==> config.mk <==
export PLATFORM = sky130hd
export DESIGN_NAME = fft_r2_sched
export DESIGN_NICKNAME = d
export VERILOG_FILES = /design/src/rtl/fft_r2_sched.sv
export SDC_FILE = /design/constraint.sdc
export NUM_CORES = 1
export LEC_CHECK = 0
export ABC_CLOCK_PERIOD_IN_PS = 6700
export CORE_MARGIN = 4
export CORE_UTILIZATION = 30
export DETAILED_ROUTE_END_ITERATION = 7
export HOLD_SLACK_MARGIN = 0.1
export SYNTH_ARGS = -nofsm -noshare
export SYNTH_HDL_FRONTEND = slang
export SYNTH_SLANG_ARGS = --single-unit
==> constraint.sdc <==
create_clock -name clk_i -period 6.7 [get_ports clk_i]
set_input_delay 1.675 -clock clk_i [delete_from_list [all_inputs] [get_ports clk_i]]
set_output_delay 1.675 -clock clk_i [all_outputs]
set_load 0.1 [all_outputs]
==> src/rtl/fft_r2_sched.sv <==
// fft_r2_sched: in-place radix-2 DIT FFT sequencer issuing butterfly reads/twiddles and delayed writes
module fft_r2_sched #(
    parameter int N_LOG2    = 4,
    parameter int FRAC_BITS = 15,
    parameter int RD_LAT    = 1,
    parameter int BF_LAT    = 8
) (
    input  logic                             clk_i,
    input  logic                             rst,
    input  logic                             start_i,
    output logic                             busy_o,
    output logic                             done_o,
    output logic                             rd_en_o,
    output logic [N_LOG2-1:0]                rd_addr_a_o,
    output logic [N_LOG2-1:0]                rd_addr_b_o,
    output logic [FRAC_BITS:0]               twid_o,
    output logic                             wr_en_o,
    output logic [N_LOG2-1:0]                wr_addr_a_o,
    output logic [N_LOG2-1:0]                wr_addr_b_o,
    output logic [$clog2(N_LOG2+1)-1:0]      stage_o
);
    localparam int LAT = RD_LAT + BF_LAT;
    localparam int AB  = FRAC_BITS + 1;
    localparam int SW  = $clog2(N_LOG2 + 1);
    localparam int CW  = $clog2(LAT + 1);
    localparam logic [N_LOG2-1:0] HK = N_LOG2'((1 << (N_LOG2 - 1)) - 1);
    localparam logic [1:0] IDLE  = 2'd0;
    localparam logic [1:0] ISSUE = 2'd1;
    localparam logic [1:0] DRAIN = 2'd2;
    localparam logic [1:0] DONE  = 2'd3;
    logic [1:0]          state;
    logic [SW-1:0]       s;
    logic [N_LOG2-1:0]   k, half, j, a;
    logic [CW-1:0]       cnt;
    logic [2*N_LOG2:0]   dl [LAT];
    always_comb begin
        half        = N_LOG2'(1) << s;
        j           = k & (half - N_LOG2'(1));
        a           = (((k >> s) << s) << 1) | j;
        rd_en_o     = state == ISSUE;
        rd_addr_a_o = rd_en_o ? a : '0;
        rd_addr_b_o = rd_en_o ? a + half : '0;
        twid_o      = rd_en_o ? AB'(j) << (AB - 1 - int'(s)) : '0;
        busy_o      = state == ISSUE || state == DRAIN;
        done_o      = state == DONE;
        stage_o     = s;
        {wr_en_o, wr_addr_a_o, wr_addr_b_o} = dl[LAT-1];
    end
    // The delay line is cleared on reset so no stale write strobe escapes after it.
    always_ff @(posedge clk_i) begin
        if (rst) begin
            state <= IDLE;
            s     <= '0;
            k     <= '0;
            cnt   <= '0;
            for (int i = 0; i < LAT; i++) dl[i] <= '0;
        end else begin
            dl[0] <= {rd_en_o, rd_addr_a_o, rd_addr_b_o};
            for (int i = 1; i < LAT; i++) dl[i] <= dl[i-1];
            case (state)
                IDLE: if (start_i) begin
                    state <= ISSUE;
                    s     <= '0;
                    k     <= '0;
                end
                ISSUE: if (k == HK) begin
                    state <= DRAIN;
                    cnt   <= CW'(LAT);
                    k     <= '0;
                end else begin
                    k <= k + N_LOG2'(1);
                end
                DRAIN: if (cnt == CW'(1)) begin
                    state <= (s == SW'(N_LOG2 - 1)) ? DONE : ISSUE;
                    s     <= (s == SW'(N_LOG2 - 1)) ? s : s + SW'(1);
                end else begin
                    cnt <= cnt - CW'(1);
                end
                default: state <= IDLE;
            endcase
        end
    end
endmodule

## After elaboration in Yosys (flattened, before gate mapping)

Memories as Yosys holds them, arrays and structs flattened.
Cells that the tools add are included.

| operators by class | value |
|---|---|
| add/subtract/negate cells | 6 |
| equality and inequality tests | 11 |
| shifts and indexed selects | 4 |
| mux-type cells | 30 |
| bitwise operators | 11 |
| reductions and logical operators | 9 |

Operators by type and width:

| kind | count |
|---|---|
| $mux W9 | 9 |
| $shl A4 B32 Y16 | 1 |
| $mux W4 | 6 |
| $mux W16 | 1 |
| $pmux W4 S2 | 2 |
| $mux W3 | 3 |
| $or A1 B1 Y1 | 9 |
| $mux W2 | 4 |
| $sub A4 B1 Y4 const B | 2 |
| $ne A2 B2 Y1 const B | 3 |
| $pmux W2 S3 | 1 |
| $pmux W3 S2 | 1 |
| $reduce_and A3 Y1 | 2 |
| $reduce_bool A2 Y1 | 3 |
| $sub A4 B3 Y5 const A | 1 |
| $add A4 B1 Y4 const B | 1 |
| $add A4 B4 Y4 | 1 |
| $and A4 B4 Y4 | 1 |
| $eq A2 B2 Y1 const B | 2 |
| $eq A4 B1 Y1 const B | 1 |
| $eq A4 B3 Y1 const B | 1 |
| $ne A2 B1 Y1 const B | 2 |
| $or A4 B4 Y4 | 1 |
| $reduce_and A4 Y1 | 1 |
| 10 further kinds | 12 |

| word-level totals | value |
|---|---|
| bits in registers | 13 |
| memory bits (writable) | 81 |
| output and inout port bits | 39 |
| logic and storage cells | 76 |
| memories | 1 |

Memories:

| name | words | bits a word | read ports | clocked after memory_dff | write ports | line | source |
|---|---|---|---|---|---|---|---|
| dl | 9 | 9 | 9 | 0 | 9 | 35 | `logic [2*N_LOG2:0] dl [LAT];` |

## Depth between registers and ports, before layout

Gate-level depths: netlist of run 1.

| logic depth | value |
|---|---|
| depth in word-level cells | 7 |
| mapped depth | 9 |
| gate-level depth less buffers | 9 |

## Worst setup path before layout of run 1

No wires, ideal clock.

| timing path | value |
|---|---|
| kind | register to output |
| start point | reg s[0], in the netlist stage_o[0] |
| end point | out twid_o[11] |
| arrival | 4,376 ps |
| required time | 5,025 ps |
| slack | 649 ps |
| stages on the path, launching flop included | 7 |
| buffers on the path | 0 |
| cell sequence | dfxtp_1 > inv_1 > ha_1 > nor3_1 > o211a_1 > nor3_1 > a211oi_1 |

| between the ends | value |
|---|---|
| cells in the longest elaborated chain, start to end | 5 |
| elaborated cells on any way between the ends | 6 |
| those cells by class | 2 x add/sub; 2 x shift; 1 x mux; 1 x bitwise |

RTL lines:

| element | line | source |
|---|---|---|
| start, declared | 32 | `logic [SW-1:0] s;` |
| start signal, assigned | 75 | `s <= (s == SW'(N_LOG2 - 1)) ? s : s + SW'(1);` |
| $shl A1 B3 Y4 | 37 | `half = N_LOG2'(1) << s;` |
| $sub A4 B1 Y4 | 38 | `j = k & (half - N_LOG2'(1));` |
| $and A4 B4 Y4 | 38 |  |
| $shl A4 B32 Y16 * | 43 | `twid_o = rd_en_o ? AB'(j) << (AB - 1 - int'(s)) : '0;` |
| $mux W16 * | 43 |  |
| end, declared | 16 | `output logic [FRAC_BITS:0] twid_o,` |

Mark *: on every way between the ends. The rest lies on a longest branch, timed or not.

## Worst setup path in the final report of run 1

| timing path | value |
|---|---|
| start point | reg s[0], in the netlist stage_o[0] |
| end point | out rd_addr_b_o[3] |

| between the ends | value |
|---|---|
| cells in the longest elaborated chain, start to end | 6 |
| elaborated cells on any way between the ends | 8 |
| those cells by class | 2 x add/sub; 3 x shift; 1 x mux; 2 x bitwise |

RTL lines:

| element | line | source |
|---|---|---|
| $shl A1 B3 Y4 | 37 |  |
| $sub A4 B1 Y4 | 38 |  |
| $and A4 B4 Y4 | 38 |  |
| $or A4 B4 Y4 | 39 | `a = (((k >> s) << s) << 1) \| j;` |
| $add A4 B4 Y4 * | 42 | `rd_addr_b_o = rd_en_o ? a + half : '0;` |
| $mux W4 * | 42 |  |
| end, declared | 15 | `output logic [N_LOG2-1:0] rd_addr_b_o,` |

Marks and branches as above.

==> results of run 1 <==
-- routing by layer --
metal  wire [microns]  vias up  share of wire, %  GRT usage [%]
met5                0        -                 0              0
met4              125        0               2.1           3.88
met3              392        9               6.6           3.89
met2             2510       75                43           13.2
met1             2880     1062                49           10.8
li1                 -     1239                 -              -
-- cell families (layout without fill, tap and decap cells) --
kind of cell	Yosys count	after routing	share of synthesized area [%]
fa+ha+maj	16	16	5.71
buf+inv	48	61	6.75
flops	94	94	51.8
other cells	2	9	0.207
mux	6	6	1.69
simple gates	158	158	24.7
xor+xnor	3	3	0.723
compound gates	46	46	8.47
-- power breakdown --
part           internal, mW  switching (mW)
registers             0.585          0.0284
logic                 0.119           0.313
clock network         0.294           0.193
-- how the worst min path moves through the flow --
stage,end,slack (ps),cells past startpoint
3_3_place_gp,dl[0][71],420,1
6_report,dl[0][34],430,1
5_1_grt,dl[0][21],450,1
2_1_floorplan,dl[0][10],410,1
4_1_cts,dl[0][14],430,1
3_5_place_dp,dl[0][54],420,1
-- flip-flops by register name (all words and copies together), names as in the netlist --
signal	flops
dl	81
cnt	4
k	4
stage_o	3
state	2
-- through the flow --
stage | utilization [%] | cell area [sq um] | cells | setup slack [ps] | hold slack [ps]
2_1_floorplan | - | 3660 | 380 | 649 | 414
3_3_place_gp | 34.3 | 3980 | 523 | 1480 | 416
3_5_place_dp | 34.3 | 3980 | 523 | 1400 | 420
4_1_cts | 36.7 | 4270 | 536 | 991 | 431
5_1_grt | 36.7 | 4270 | 536 | 685 | 447
6_report | 36.7 | 4270 | 536 | 975 | 432
-- critical path, stage by stage (launching register included) --
cell and delay, ps:
sky130_fd_sc_hd__dfxtp_1 670, sky130_fd_sc_hd__inv_1 220, sky130_fd_sc_hd__ha_1 290, sky130_fd_sc_hd__a22oi_1 200, sky130_fd_sc_hd__o2bb2ai_1 130, sky130_fd_sc_hd__ha_1 360, sky130_fd_sc_hd__a21oi_1 240, sky130_fd_sc_hd__xnor2_1 190
sky130_fd_sc_hd__nand2_1 80, sky130_fd_sc_hd__mux2i_1 170, sky130_fd_sc_hd__clkdlybuf4s50_1 1160
-- cells in the mapped netlist (all sizes together) (3+ instances only) --
| library cell | count |
|---|---|
| nor2 | 24 |
| and2 | 4 |
| a31oi | 4 |
| inv | 13 |
| o31ai | 4 |
| a211oi | 5 |
| nand2b | 6 |
| xnor2 | 3 |
| clkbuf | 13 |
| nor2b | 78 |
| o21ai | 11 |
| nand2 | 17 |
| nor3 | 10 |
| mux2i | 5 |
| or4 | 5 |
| nand3 | 5 |
| buf | 21 |
| a21oi | 10 |
| ha | 15 |
| dfxtp | 94 |
-- cell type report --
cell class / count / area [sq um]
Clock buffer: 10 / 239
Clock inverter: 3 / 47.5
Fill cell: 1145 / 7350
Inverter: 14 / 52.6
Multi-Input combinational cell: 238 / 1530
Sequential cell: 94 / 1880
Tap cell: 143 / 179
Timing Repair Buffer: 34 / 333
==> run_summary.xml, run 1 <==
<?xml version="1.0" encoding="UTF-8"?>
<metrics>
  <group name="synthesis">
    <metric name="synth_cell_type_count" unit="">45</metric>
    <metric name="synth_top_area_share" unit="%">51.8</metric>
    <metric name="synth-edff-count" unit="">0</metric>
    <metric name="synth.area.top_cells" unit="">sky130_fd_sc_hd__dfxtp_1 52%, sky130_fd_sc_hd__nor2b_1 13%, sky130_fd_sc_hd__ha_1 5.2%</metric>
    <metric name="syn-cell-area" unit="sq mm">0.00363</metric>
    <metric name="syn_avg_cell_area" unit="sq um">9.74</metric>
    <metric name="largest_area_contributor_in_the_netlist" unit="">sky130_fd_sc_hd__dfxtp_1</metric>
    <metric name="post_synthesis_sequential_area_ratio" unit="%">51.8</metric>
    <metric name="postSynthRegisterBits" unit="">94</metric>
    <metric name="synth-warning-count" unit="">0</metric>
    <metric name="synth_top_flop_cell" unit="">sky130_fd_sc_hd__dfxtp_1</metric>
    <metric name="postSynth.asyncResetShare" unit="%">0</metric>
    <metric name="instance_count_of_the_mapped_netlist" unit="">373</metric>
  </group>
  <group name="placement">
    <metric name="routability_cong" unit="">0.856</metric>
    <metric name="port-buffer-count" unit="">33</metric>
    <metric name="dp_hpwl" unit="microns">3740</metric>
  </group>
  <group name="layout">
    <metric name="share_of_post_route_cells_with_drive_strength_above_1" unit="%">4.83</metric>
    <metric name="area_growth" unit="%">17.4</metric>
    <metric name="layout.nets" unit="">410</metric>
    <metric name="mostFrequentLayoutCell" unit="">sky130_fd_sc_hd__dfxtp_1</metric>
    <metric name="antenna_cells" unit="">0</metric>
    <metric name="layout_common_cells" unit="">94 x sky130_fd_sc_hd__dfxtp_1, 78 x sky130_fd_sc_hd__nor2b_1, 32 x sky130_fd_sc_hd__clkdlybuf4s50_1</metric>
  </group>
  <group name="power_and_ir_drop">
    <metric name="irDropWorstVdd" unit="V">0.000171</metric>
    <metric name="pwr_density_cell" unit="mW/mm^2">359</metric>
    <metric name="total_power" unit="mW">1.53</metric>
    <metric name="leakage" unit="nW">1.64</metric>
  </group>
  <group name="global_routing">
    <metric name="gr-usage-all-layers" unit="%">8.77</metric>
    <metric name="initial_antenna_violation_count" unit="">0</metric>
    <metric name="grt_pass1_vias" unit="">2187</metric>
    <metric name="wire_length_of_the_first_global_routing_pass" unit="microns">10200</metric>
    <metric name="grt_overflow" unit="">0</metric>
    <metric name="grt_max_degree" unit="">90</metric>
  </group>
  <group name="run_status">
    <metric name="outcome" unit="">completed</metric>
  </group>
  <group name="route">
    <metric name="detailedRoute.firstIterationViolations" unit="">139</metric>
    <metric name="wirelength" unit="microns">5910</metric>
    <metric name="wire_per_inst" unit="microns">11.0</metric>
    <metric name="via_count" unit="">2385</metric>
    <metric name="drcViolationCount" unit="">0</metric>
    <metric name="post_drt_via_cell_ratio" unit="">4.45</metric>
    <metric name="route.antenna.remaining_nets" unit="">0</metric>
    <metric name="drt_pre_antenna_iters" unit="">4</metric>
  </group>
  <group name="setup_path">
    <metric name="worstSetupPathType" unit="">reg -&gt; out</metric>
    <metric name="worst_setup_path_end_kind" unit="">primary output</metric>
    <metric name="worst_r2r_endpoint" unit="">cnt[3]</metric>
    <metric name="ff2ff_path_depth" unit="">5</metric>
    <metric name="worst-endpoint-arrival" unit="ps">4050</metric>
    <metric name="worstSetupStartpointType" unit="">flop</metric>
    <metric name="largest_fanout_of_any_net_on_the_critical_path" unit="">18</metric>
    <metric name="r2r_setup_slack" unit="ps">4100</metric>
    <metric name="startpoint" unit="">stage_o[0]</metric>
    <metric name="cp.required" unit="ps">5030</metric>
    <metric name="rr_startpoint" unit="">state[0]</metric>
    <metric name="worst_setup_path_endpoint" unit="">rd_addr_b_o[3]</metric>
  </group>
  <group name="timing">
    <metric name="finalSetupTns" unit="ps">0</metric>
    <metric name="hold_viol_final" unit="">0</metric>
    <metric name="maxSlewHeadroom" unit="%">34.2</metric>
    <metric name="rsz0062_at_grt" unit="">no</metric>
    <metric name="fin_skew" unit="ps">5.54</metric>
    <metric name="timing.final.setup_violations" unit="">0</metric>
    <metric name="final_cycle_utilization_of_the_critical_path" unit="%">85.4</metric>
    <metric name="worst-slew-pin-transition" unit="ps">984</metric>
    <metric name="timing_max_transition_violations_final" unit="">0</metric>
    <metric name="period_needed" unit="ps">5730</metric>
    <metric name="max_freq" unit="MHz">175</metric>
  </group>
  <group name="clock_network">
    <metric name="tritoncts_clock_tree" unit="">built</metric>
    <metric name="number_of_h_tree_levels" unit="">3</metric>
    <metric name="clk_root_buffer_cell" unit="">sky130_fd_sc_hd__clkbuf_16</metric>
    <metric name="cts_hold_buf" unit="">0</metric>
    <metric name="cts_post_setup_buffers_inserted" unit="">0</metric>
    <metric name="clockBufferDepth" unit="">2</metric>
    <metric name="cts_repair_resize_count" unit="">0</metric>
    <metric name="cts_sinks" unit="">94</metric>
    <metric name="path_clk_slew" unit="ps">60</metric>
    <metric name="clkLatencyLatePin" unit="ps">330</metric>
    <metric name="cts_made_buffers" unit="">9</metric>
  </group>
  <group name="floorplanning">
    <metric name="initial_core_utilization" unit="%">31.3</metric>
    <metric name="die_height" unit="microns">118</metric>
    <metric name="num_rows" unit="">39</metric>
    <metric name="floorplan.die_area" unit="sq mm">0.0139</metric>
    <metric name="die_width" unit="microns">118</metric>
    <metric name="ioPinCount" unit="">42</metric>
    <metric name="core" unit="sq mm">0.0116</metric>
  </group>
  <group name="flow_run">
    <metric name="number_of_maximum_capacitance_violations" unit="">0</metric>
  </group>
  <group name="min_path">
    <metric name="hold_path_startpoint" unit="">dl[0][25]</metric>
    <metric name="holdCritPathClass" unit="">reg -&gt; reg</metric>
  </group>
</metrics>
(Power assumes the default switching activity.)
==> run 2: changes to the inputs <==
--- a/config.mk
+++ b/config.mk
@@ -5,6 +5,7 @@
 export SDC_FILE = /design/constraint.sdc
 export NUM_CORES = 1
 export LEC_CHECK = 0
+export ABC_AREA = 1
 export ABC_CLOCK_PERIOD_IN_PS = 6700
 export CORE_MARGIN = 4
 export CORE_UTILIZATION = 30
==> run 2 against run 1 <==
Against the previous run:
- critical path depth grew 2
- sequential share of layout area fell by 1.0 points
- clock power barely moved
- final area rose by 2.4%
- wire length fell by 0.32%
- area after synthesis rose by 1.7%
- via count grew 8.0%
- sequential power is 2% higher
- register-to-register slack worse by 380 ps
- final cell count up 24%
- worst setup slack improved by 41 ps
- largest cell class unchanged
- highest routed layer unchanged
==> run_summary.xml, run 2 <==
<?xml version="1.0" encoding="UTF-8"?>
<metrics>
  <group name="layout">
    <metric name="fill_cells" unit="">1219</metric>
    <metric name="antenna_cells" unit="">0</metric>
    <metric name="mostFrequentLayoutCell" unit="">sky130_fd_sc_hd__inv_1</metric>
    <metric name="layout.nets" unit="">508</metric>
    <metric name="share_of_post_route_cells_with_drive_strength_above_1" unit="%">7.49</metric>
    <metric name="largest_register_ff_count" unit="">81</metric>
    <metric name="area.sequential" unit="sq mm">0.00188</metric>
    <metric name="top_regs" unit="">dl x81, cnt x4, k x4</metric>
    <metric name="area_growth" unit="%">18.2</metric>
    <metric name="stdcell_area" unit="sq mm">0.00437</metric>
    <metric name="layout_common_cells" unit="">102 x sky130_fd_sc_hd__inv_1, 101 x sky130_fd_sc_hd__nor2_1, 94 x sky130_fd_sc_hd__dfxtp_1</metric>
    <metric name="final-instance-count-excl-fill" unit="">662</metric>
    <metric name="multi_input_area" unit="sq mm">0.00125</metric>
    <metric name="top_register" unit="">dl</metric>
  </group>
  <group name="run_status">
    <metric name="outcome" unit="">completed</metric>
  </group>
  <group name="placement">
    <metric name="port-buffer-count" unit="">33</metric>
    <metric name="dp_hpwl" unit="microns">4110</metric>
    <metric name="postPlaceCellArea" unit="sq mm">0.00407</metric>
    <metric name="dp.cells" unit="">646</metric>
    <metric name="routability_cong" unit="">0.812</metric>
  </group>
  <group name="global_routing">
    <metric name="wire_length_of_the_first_global_routing_pass" unit="microns">10300</metric>
    <metric name="grt_max_degree" unit="">81</metric>
    <metric name="grt_overflow" unit="">0</metric>
    <metric name="initial_antenna_violation_count" unit="">0</metric>
    <metric name="gr-usage-all-layers" unit="%">8.73</metric>
    <metric name="grt_pass1_vias" unit="">2388</metric>
  </group>
  <group name="synthesis">
    <metric name="postSynthRegisterBits" unit="">94</metric>
    <metric name="count_leader_synth" unit="">sky130_fd_sc_hd__inv_1</metric>
    <metric name="syn_avg_cell_area" unit="sq um">7.92</metric>
    <metric name="instance_count_of_the_mapped_netlist" unit="">467</metric>
    <metric name="synth.area.top_cells" unit="">sky130_fd_sc_hd__dfxtp_1 51%, sky130_fd_sc_hd__inv_1 10%, sky130_fd_sc_hd__nor2_1 10%</metric>
    <metric name="netlist_top_cells_count" unit="">102 x sky130_fd_sc_hd__inv_1, 101 x sky130_fd_sc_hd__nor2_1, 94 x sky130_fd_sc_hd__dfxtp_1</metric>
    <metric name="synth-warning-count" unit="">0</metric>
    <metric name="largest_area_contributor_in_the_netlist" unit="">sky130_fd_sc_hd__dfxtp_1</metric>
    <metric name="synth_cell_type_count" unit="">31</metric>
    <metric name="postSynth.asyncResetShare" unit="%">0</metric>
    <metric name="post_synthesis_sequential_area_ratio" unit="%">50.9</metric>
    <metric name="synth_top_area_share" unit="%">50.9</metric>
    <metric name="syn-cell-area" unit="sq mm">0.00370</metric>
    <metric name="synth_top_flop_cell" unit="">sky130_fd_sc_hd__dfxtp_1</metric>
    <metric name="synth-edff-count" unit="">0</metric>
  </group>
  <group name="setup_path">
    <metric name="cp.required" unit="ps">5030</metric>
    <metric name="worstSetupPathType" unit="">reg -&gt; out</metric>
    <metric name="worst_setup_path_end_kind" unit="">primary output</metric>
    <metric name="worstSetupStartpointType" unit="">flop</metric>
    <metric name="largest_fanout_of_any_net_on_the_critical_path" unit="">15</metric>
    <metric name="worst-endpoint-arrival" unit="ps">4010</metric>
  </group>
  <group name="route">
    <metric name="route.antenna.remaining_nets" unit="">0</metric>
    <metric name="via_count" unit="">2576</metric>
    <metric name="post_drt_via_cell_ratio" unit="">3.89</metric>
    <metric name="drt_pre_antenna_iters" unit="">4</metric>
    <metric name="wirelength" unit="microns">5890</metric>
    <metric name="detailedRoute.firstIterationViolations" unit="">141</metric>
    <metric name="drcViolationCount" unit="">0</metric>
    <metric name="wire_per_inst" unit="microns">8.89</metric>
  </group>
  <group name="clock_network">
    <metric name="cts_post_setup_buffers_inserted" unit="">0</metric>
    <metric name="tritoncts_clock_tree" unit="">built</metric>
    <metric name="number_of_h_tree_levels" unit="">3</metric>
    <metric name="clockBufferDepth" unit="">2</metric>
    <metric name="cts_made_buffers" unit="">9</metric>
    <metric name="clkLatencyLatePin" unit="ps">330</metric>
    <metric name="cts_repair_resize_count" unit="">0</metric>
    <metric name="cts_sinks" unit="">94</metric>
    <metric name="clk_root_buffer_cell" unit="">sky130_fd_sc_hd__clkbuf_16</metric>
    <metric name="path_clk_slew" unit="ps">70</metric>
    <metric name="cts_hold_buf" unit="">0</metric>
  </group>
  <group name="timing">
    <metric name="rsz0062_at_grt" unit="">no</metric>
    <metric name="period_needed" unit="ps">5680</metric>
    <metric name="finalSetupTns" unit="ps">0</metric>
    <metric name="hold_viol_final" unit="">0</metric>
    <metric name="timing_max_transition_violations_final" unit="">0</metric>
    <metric name="maxSlewHeadroom" unit="%">34.1</metric>
    <metric name="fin_skew" unit="ps">6.12</metric>
    <metric name="max_freq" unit="MHz">176</metric>
    <metric name="worst-slew-pin-transition" unit="ps">986</metric>
    <metric name="final_cycle_utilization_of_the_critical_path" unit="%">84.8</metric>
    <metric name="timing.final.setup_violations" unit="">0</metric>
  </group>
  <group name="floorplanning">
    <metric name="num_rows" unit="">40</metric>
    <metric name="core" unit="sq mm">0.0121</metric>
    <metric name="die_width" unit="microns">119</metric>
    <metric name="die_height" unit="microns">119</metric>
    <metric name="initial_core_utilization" unit="%">30.7</metric>
    <metric name="floorplan.die_area" unit="sq mm">0.0142</metric>
    <metric name="ioPinCount" unit="">42</metric>
  </group>
  <group name="min_path">
    <metric name="holdCritPathClass" unit="">reg -&gt; reg</metric>
  </group>
  <group name="power_and_ir_drop">
    <metric name="leakage" unit="nW">1.77</metric>
    <metric name="irDropWorstVdd" unit="V">0.000182</metric>
    <metric name="pwr_density_cell" unit="mW/mm^2">384</metric>
  </group>
  <group name="flow_run">
    <metric name="number_of_maximum_capacitance_violations" unit="">0</metric>
  </group>
</metrics>
run 2: cell types whose count changed after synthesis, sizes merged, moves of 6 or more:
| cell | delta |
|---|---|
| nor3 | -7 |
| nand2b | -6 |
| a21oi | +7 |
| nor2 | +79 |
| inv | +92 |
| o21ai | +7 |
| nor2b | -78 |
| nand2 | +27 |
| clkbuf | -7 |
| nand3 | +14 |
run 2: cell families (layout without fill, tap and decap cells):
family | Yosys count | count (layout) | share of synthesized area, %
AOI/OAI and AO/OA | 40 | 40 | 6.02
buffers and inverters | 136 | 156 | 16.1
other | 2 | 9 | 0.203
xor gates and xnor gates | 4 | 4 | 0.948
and+or+nand+nor | 175 | 175 | 20.2
adders and majority gates | 16 | 16 | 5.62
DFF | 94 | 94 | 50.9
run 2: critical path: stages (launching register included):
cell and delay [ps]:
sky130_fd_sc_hd__dfxtp_1 620, sky130_fd_sc_hd__inv_1 310, sky130_fd_sc_hd__ha_1 320, sky130_fd_sc_hd__nand2_2 100, sky130_fd_sc_hd__nand2_1 90, sky130_fd_sc_hd__nand3_2 100, sky130_fd_sc_hd__nand2_1 80, sky130_fd_sc_hd__o21ai_1 250
sky130_fd_sc_hd__inv_1 80, sky130_fd_sc_hd__ha_1 330, sky130_fd_sc_hd__xor2_1 170, sky130_fd_sc_hd__nor2_1 100, sky130_fd_sc_hd__clkdlybuf4s50_1 1140
run 2: per-layer routing:
layer | routed length (microns) | share of wire, % | global-route usage, %
met3 | 336 | 5.7 | 3.89
met5 | 0 | 0 | 0
met2 | 2590 | 44 | 13.5
met1 | 2820 | 48 | 10.6
met4 | 136 | 2.3 | 3.33
run 2: per-stage QoR:
stage	hold slack (ps)	utilization, %	setup WS [ps]	power, mW
final	398	36.2	1020	1.68
after global routing	406	36.2	766	1.78
after CTS	399	36.2	989	1.70
after detailed placement	392	33.7	1380	1.20
after global placement	388	33.7	1490	1.19
after floorplan	388	-	658	1.10
run 2: final timing paths:
| check | start | endpoint | slack, ps | depth (start not counted) |
|---|---|---|---|---|
| worst max-delay path | stage_o[0] | rd_addr_b_o[2] | 1020 | 12 |
| worst min-delay path | dl[0][17] | dl[0][26] | 400 | 2 |
| worst max register to register | stage_o[0] | dl[0][3] | 3720 | 14 |
| worst min register to register | dl[0][17] | dl[0][26] | 400 | 2 |
run 2: power breakdown:
group | total, mW | internal [mW] | leakage (nW) | switching, mW
logic | 0.560 | 0.141 | 0.863 | 0.420
registers | 0.629 | 0.593 | 0.759 | 0.0367
clock network | 0.487 | 0.264 | 0.144 | 0.224
total | 1.68 | 0.997 | 1.77 | 0.680
run 2: cell type report:
class	instances	share of cell area, %
tap	168	4.81
clock inverter	7	1.72
timing repair buffer	34	7.56
sequential	94	43.1
multi-input combinational	244	28.5
clock buffer	9	5.15
inverter	106	9.16
==> run 3: changes to the inputs <==
--- a/config.mk
+++ b/config.mk
@@ -6,7 +6,7 @@
 export NUM_CORES = 1
 export LEC_CHECK = 0
 export ABC_AREA = 1
-export ABC_CLOCK_PERIOD_IN_PS = 6700
+export ABC_CLOCK_PERIOD_IN_PS = 5000
 export CORE_MARGIN = 4
 export CORE_UTILIZATION = 30
 export DETAILED_ROUTE_END_ITERATION = 7
==> constraint.sdc (replaced) <==
create_clock -name clk_i -period 5 [get_ports clk_i]
set_input_delay 1.25 -clock clk_i [delete_from_list [all_inputs] [get_ports clk_i]]
set_output_delay 1.25 -clock clk_i [all_outputs]
set_load 0.1 [all_outputs]
==> run 3 against run 2 <==
Against the previous run:
- register-to-register slack got worse by 1600 ps
- die area stayed put
- core utilization is 0.34 points lower
- sequential share of layout area grew 0.44 points
- clock-buffer cell count up 1
- largest cell class unchanged
- clock power grew 30%
- flip-flop and latch count unchanged
- worst setup slack worse by 640 ps
- final cell count is the same
- sequential power up 34%
==> run_summary.xml, run 3 (same netlist as run 2, synthesis figures left out) <==
<?xml version="1.0" encoding="UTF-8"?>
<metrics>
  <group name="layout">
    <metric name="final_design_utilization" unit="%">35.9</metric>
    <metric name="mostFrequentLayoutCell" unit="">sky130_fd_sc_hd__inv_1</metric>
    <metric name="share_of_post_route_cells_with_drive_strength_above_1" unit="%">10.5</metric>
    <metric name="largest_register_ff_count" unit="">81</metric>
    <metric name="antenna_cells" unit="">0</metric>
    <metric name="layout_common_cells" unit="">102 x sky130_fd_sc_hd__inv_1, 100 x sky130_fd_sc_hd__nor2_1, 93 x sky130_fd_sc_hd__dfxtp_1</metric>
    <metric name="top_register" unit="">dl</metric>
    <metric name="fill_cells" unit="">1248</metric>
    <metric name="final-instance-count-excl-fill" unit="">662</metric>
    <metric name="layout.nets" unit="">508</metric>
    <metric name="area_growth" unit="%">17.1</metric>
    <metric name="top_regs" unit="">dl x81, cnt x4, k x4</metric>
  </group>
  <group name="clock_network">
    <metric name="clockBufferDepth" unit="">2</metric>
    <metric name="cts_made_buffers" unit="">9</metric>
    <metric name="cts_sinks" unit="">94</metric>
    <metric name="clk_root_buffer_cell" unit="">sky130_fd_sc_hd__clkbuf_16</metric>
    <metric name="clkLatencyLatePin" unit="ps">330</metric>
    <metric name="cts_hold_buf" unit="">0</metric>
    <metric name="cts_post_setup_buffers_inserted" unit="">0</metric>
    <metric name="cts_repair_resize_count" unit="">0</metric>
    <metric name="path_clk_slew" unit="ps">70</metric>
    <metric name="tritoncts_clock_tree" unit="">built</metric>
    <metric name="number_of_h_tree_levels" unit="">3</metric>
  </group>
  <group name="timing">
    <metric name="final_cycle_utilization_of_the_critical_path" unit="%">92.6</metric>
    <metric name="period_needed" unit="ps">4630</metric>
    <metric name="fin_skew" unit="ps">6.43</metric>
    <metric name="timing_max_transition_violations_final" unit="">0</metric>
    <metric name="worst_hold_slack" unit="ps">397</metric>
    <metric name="max_freq" unit="MHz">216</metric>
    <metric name="rsz0062_at_grt" unit="">no</metric>
    <metric name="hold_viol_final" unit="">0</metric>
    <metric name="final.setup.worst_slack" unit="ps">371</metric>
    <metric name="timing.final.setup_violations" unit="">0</metric>
    <metric name="maxSlewHeadroom" unit="%">34.3</metric>
    <metric name="worst-slew-pin-transition" unit="ps">982</metric>
  </group>
  <group name="setup_path">
    <metric name="worst-endpoint-arrival" unit="ps">3380</metric>
    <metric name="worstSetupPathType" unit="">reg -&gt; out</metric>
    <metric name="largest_fanout_of_any_net_on_the_critical_path" unit="">15</metric>
    <metric name="worst_path_max_delay_cell" unit="">sky130_fd_sc_hd__dfxtp_2</metric>
    <metric name="worst_setup_path_end_kind" unit="">primary output</metric>
    <metric name="cpPeakStageDelay" unit="ps">490</metric>
    <metric name="worstSetupStartpointType" unit="">flop</metric>
    <metric name="cp_cell_sequence" unit="">inv_1 -&gt; ha_1 -&gt; nand2_2 -&gt; nand2_1 -&gt; nand3_2 -&gt; nand2_1 -&gt; o21ai_1 -&gt; inv_1 -&gt; ha_1 -&gt; a21oi_1 -&gt; nand2_1 -&gt; nand2_1 -&gt; nand4_1 -&gt; a21oi_2 -&gt; buf_4</metric>
    <metric name="ff2ff_path_depth" unit="">14</metric>
    <metric name="critPathMostFrequentCell" unit="">sky130_fd_sc_hd__nand2_1</metric>
    <metric name="cp.required" unit="ps">3750</metric>
  </group>
  <group name="floorplanning">
    <metric name="core" unit="sq mm">0.0121</metric>
    <metric name="num_rows" unit="">40</metric>
    <metric name="floorplan.die_area" unit="sq mm">0.0142</metric>
    <metric name="initial_core_utilization" unit="%">30.7</metric>
    <metric name="ioPinCount" unit="">42</metric>
    <metric name="die_width" unit="microns">119</metric>
    <metric name="die_height" unit="microns">119</metric>
  </group>
  <group name="placement">
    <metric name="port-buffer-count" unit="">33</metric>
    <metric name="dp_hpwl" unit="microns">4080</metric>
    <metric name="dp.cells" unit="">646</metric>
    <metric name="routability_cong" unit="">0.797</metric>
    <metric name="dpl_worst_slack" unit="ps">557</metric>
  </group>
  <group name="global_routing">
    <metric name="grt_pass1_vias" unit="">2357</metric>
    <metric name="grt_util_met1" unit="%">11.3</metric>
    <metric name="grt_overflow" unit="">0</metric>
    <metric name="use_met3" unit="%">2.47</metric>
    <metric name="grt_util_met2" unit="%">13.9</metric>
    <metric name="grt_max_degree" unit="">76</metric>
    <metric name="wire_length_of_the_first_global_routing_pass" unit="microns">10500</metric>
    <metric name="gr-max-usage-layer" unit="">met2</metric>
    <metric name="initial_antenna_violation_count" unit="">0</metric>
    <metric name="gr-usage-all-layers" unit="%">8.95</metric>
  </group>
  <group name="route">
    <metric name="drcViolationCount" unit="">0</metric>
    <metric name="route.antenna.remaining_nets" unit="">0</metric>
    <metric name="wirelength" unit="microns">5900</metric>
    <metric name="post_drt_via_cell_ratio" unit="">3.90</metric>
    <metric name="wire_per_inst" unit="microns">8.91</metric>
    <metric name="drt_pre_antenna_iters" unit="">4</metric>
    <metric name="detailedRoute.firstIterationViolations" unit="">131</metric>
    <metric name="via_count" unit="">2581</metric>
  </group>
  <group name="power_and_ir_drop">
    <metric name="pwr_density_cell" unit="mW/mm^2">516</metric>
    <metric name="leakage" unit="nW">1.78</metric>
    <metric name="pwr-share-clk" unit="%">28.5</metric>
    <metric name="netSwitchingFraction" unit="%">40.6</metric>
    <metric name="seq_power_share" unit="%">37.8</metric>
    <metric name="irDropWorstVdd" unit="V">0.000285</metric>
    <metric name="power_frac_comb" unit="%">33.7</metric>
    <metric name="power.switching" unit="mW">0.906</metric>
    <metric name="p_int" unit="mW">1.33</metric>
  </group>
  <group name="min_path">
    <metric name="holdCritPathClass" unit="">reg -&gt; reg</metric>
    <metric name="whs_path_depth" unit="">2</metric>
  </group>
  <group name="run_status">
    <metric name="outcome" unit="">completed</metric>
  </group>
  <group name="flow_run">
    <metric name="number_of_maximum_capacitance_violations" unit="">0</metric>
  </group>
</metrics>
-- run 3: cell types whose count changed in the layout (fill, tap and decap cells not counted), sizes merged --
cell / previous run / this run
clkinv: 4 / 2
clkbuf: 9 / 10
clkinvlp: 1 / 2
buf: 3 / 16
clkdlybuf4s50: 31 / 18
-- run 3: per-stage QoR --
stage          TNS (ps)  power [mW]  area, sq um
2_1_floorplan     -29.3        1.48         3730
3_3_place_gp          0        1.60         4040
3_5_place_dp          0        1.61         4040
4_1_cts               0        2.26         4330
5_1_grt               0        2.37         4330
6_report              0        2.23         4330
-- run 3: critical path: cells and delay by family (launching register included) --
kind	cells	cell delay, ps
simple gates	7	690
compound gates	3	610
fa+ha+maj	2	630
buf+inv	3	630
flops	1	490
-- run 3: power by group through the flow --
stage	sequential (mW)	clock, mW	combinational [mW]
final	0.844	0.635	0.753
after detailed placement	0.859	0	0.752
after global routing	0.851	0.693	0.823
after CTS	0.842	0.660	0.756
after global placement	0.857	0	0.740
after floorplan	0.888	0	0.588
-- run 3: layout make-up --
| cell class | instances | area, sq um | share of cell area (%) |
|---|---|---|---|
| Clock buffer | 10 | 229 | 5.29 |
| Sequential cell | 94 | 1880 | 43.5 |
| Tap cell | 168 | 210 | 4.86 |
| Clock inverter | 6 | 55.1 | 1.27 |
| Multi-Input combinational cell | 244 | 1250 | 28.9 |
| Inverter | 106 | 400 | 9.25 |
| Timing Repair Buffer | 34 | 298 | 6.88 |
-- run 3: worst paths after layout --
path | startpoint | to | slack, ps
max | stage_o[0] | rd_addr_b_o[3] | 370
min | dl[0][27] | dl[0][36] | 400
max reg2reg | stage_o[0] | dl[0][3] | 2150
min reg2reg | dl[0][27] | dl[0][36] | 400
-- run 3: metal layers --
metal / routed length [microns] / part of all wire (%)
met1: 2920 / 49
met2: 2520 / 43
met3: 300 / 5.1
met4: 165 / 2.8
met5: 0 / 0
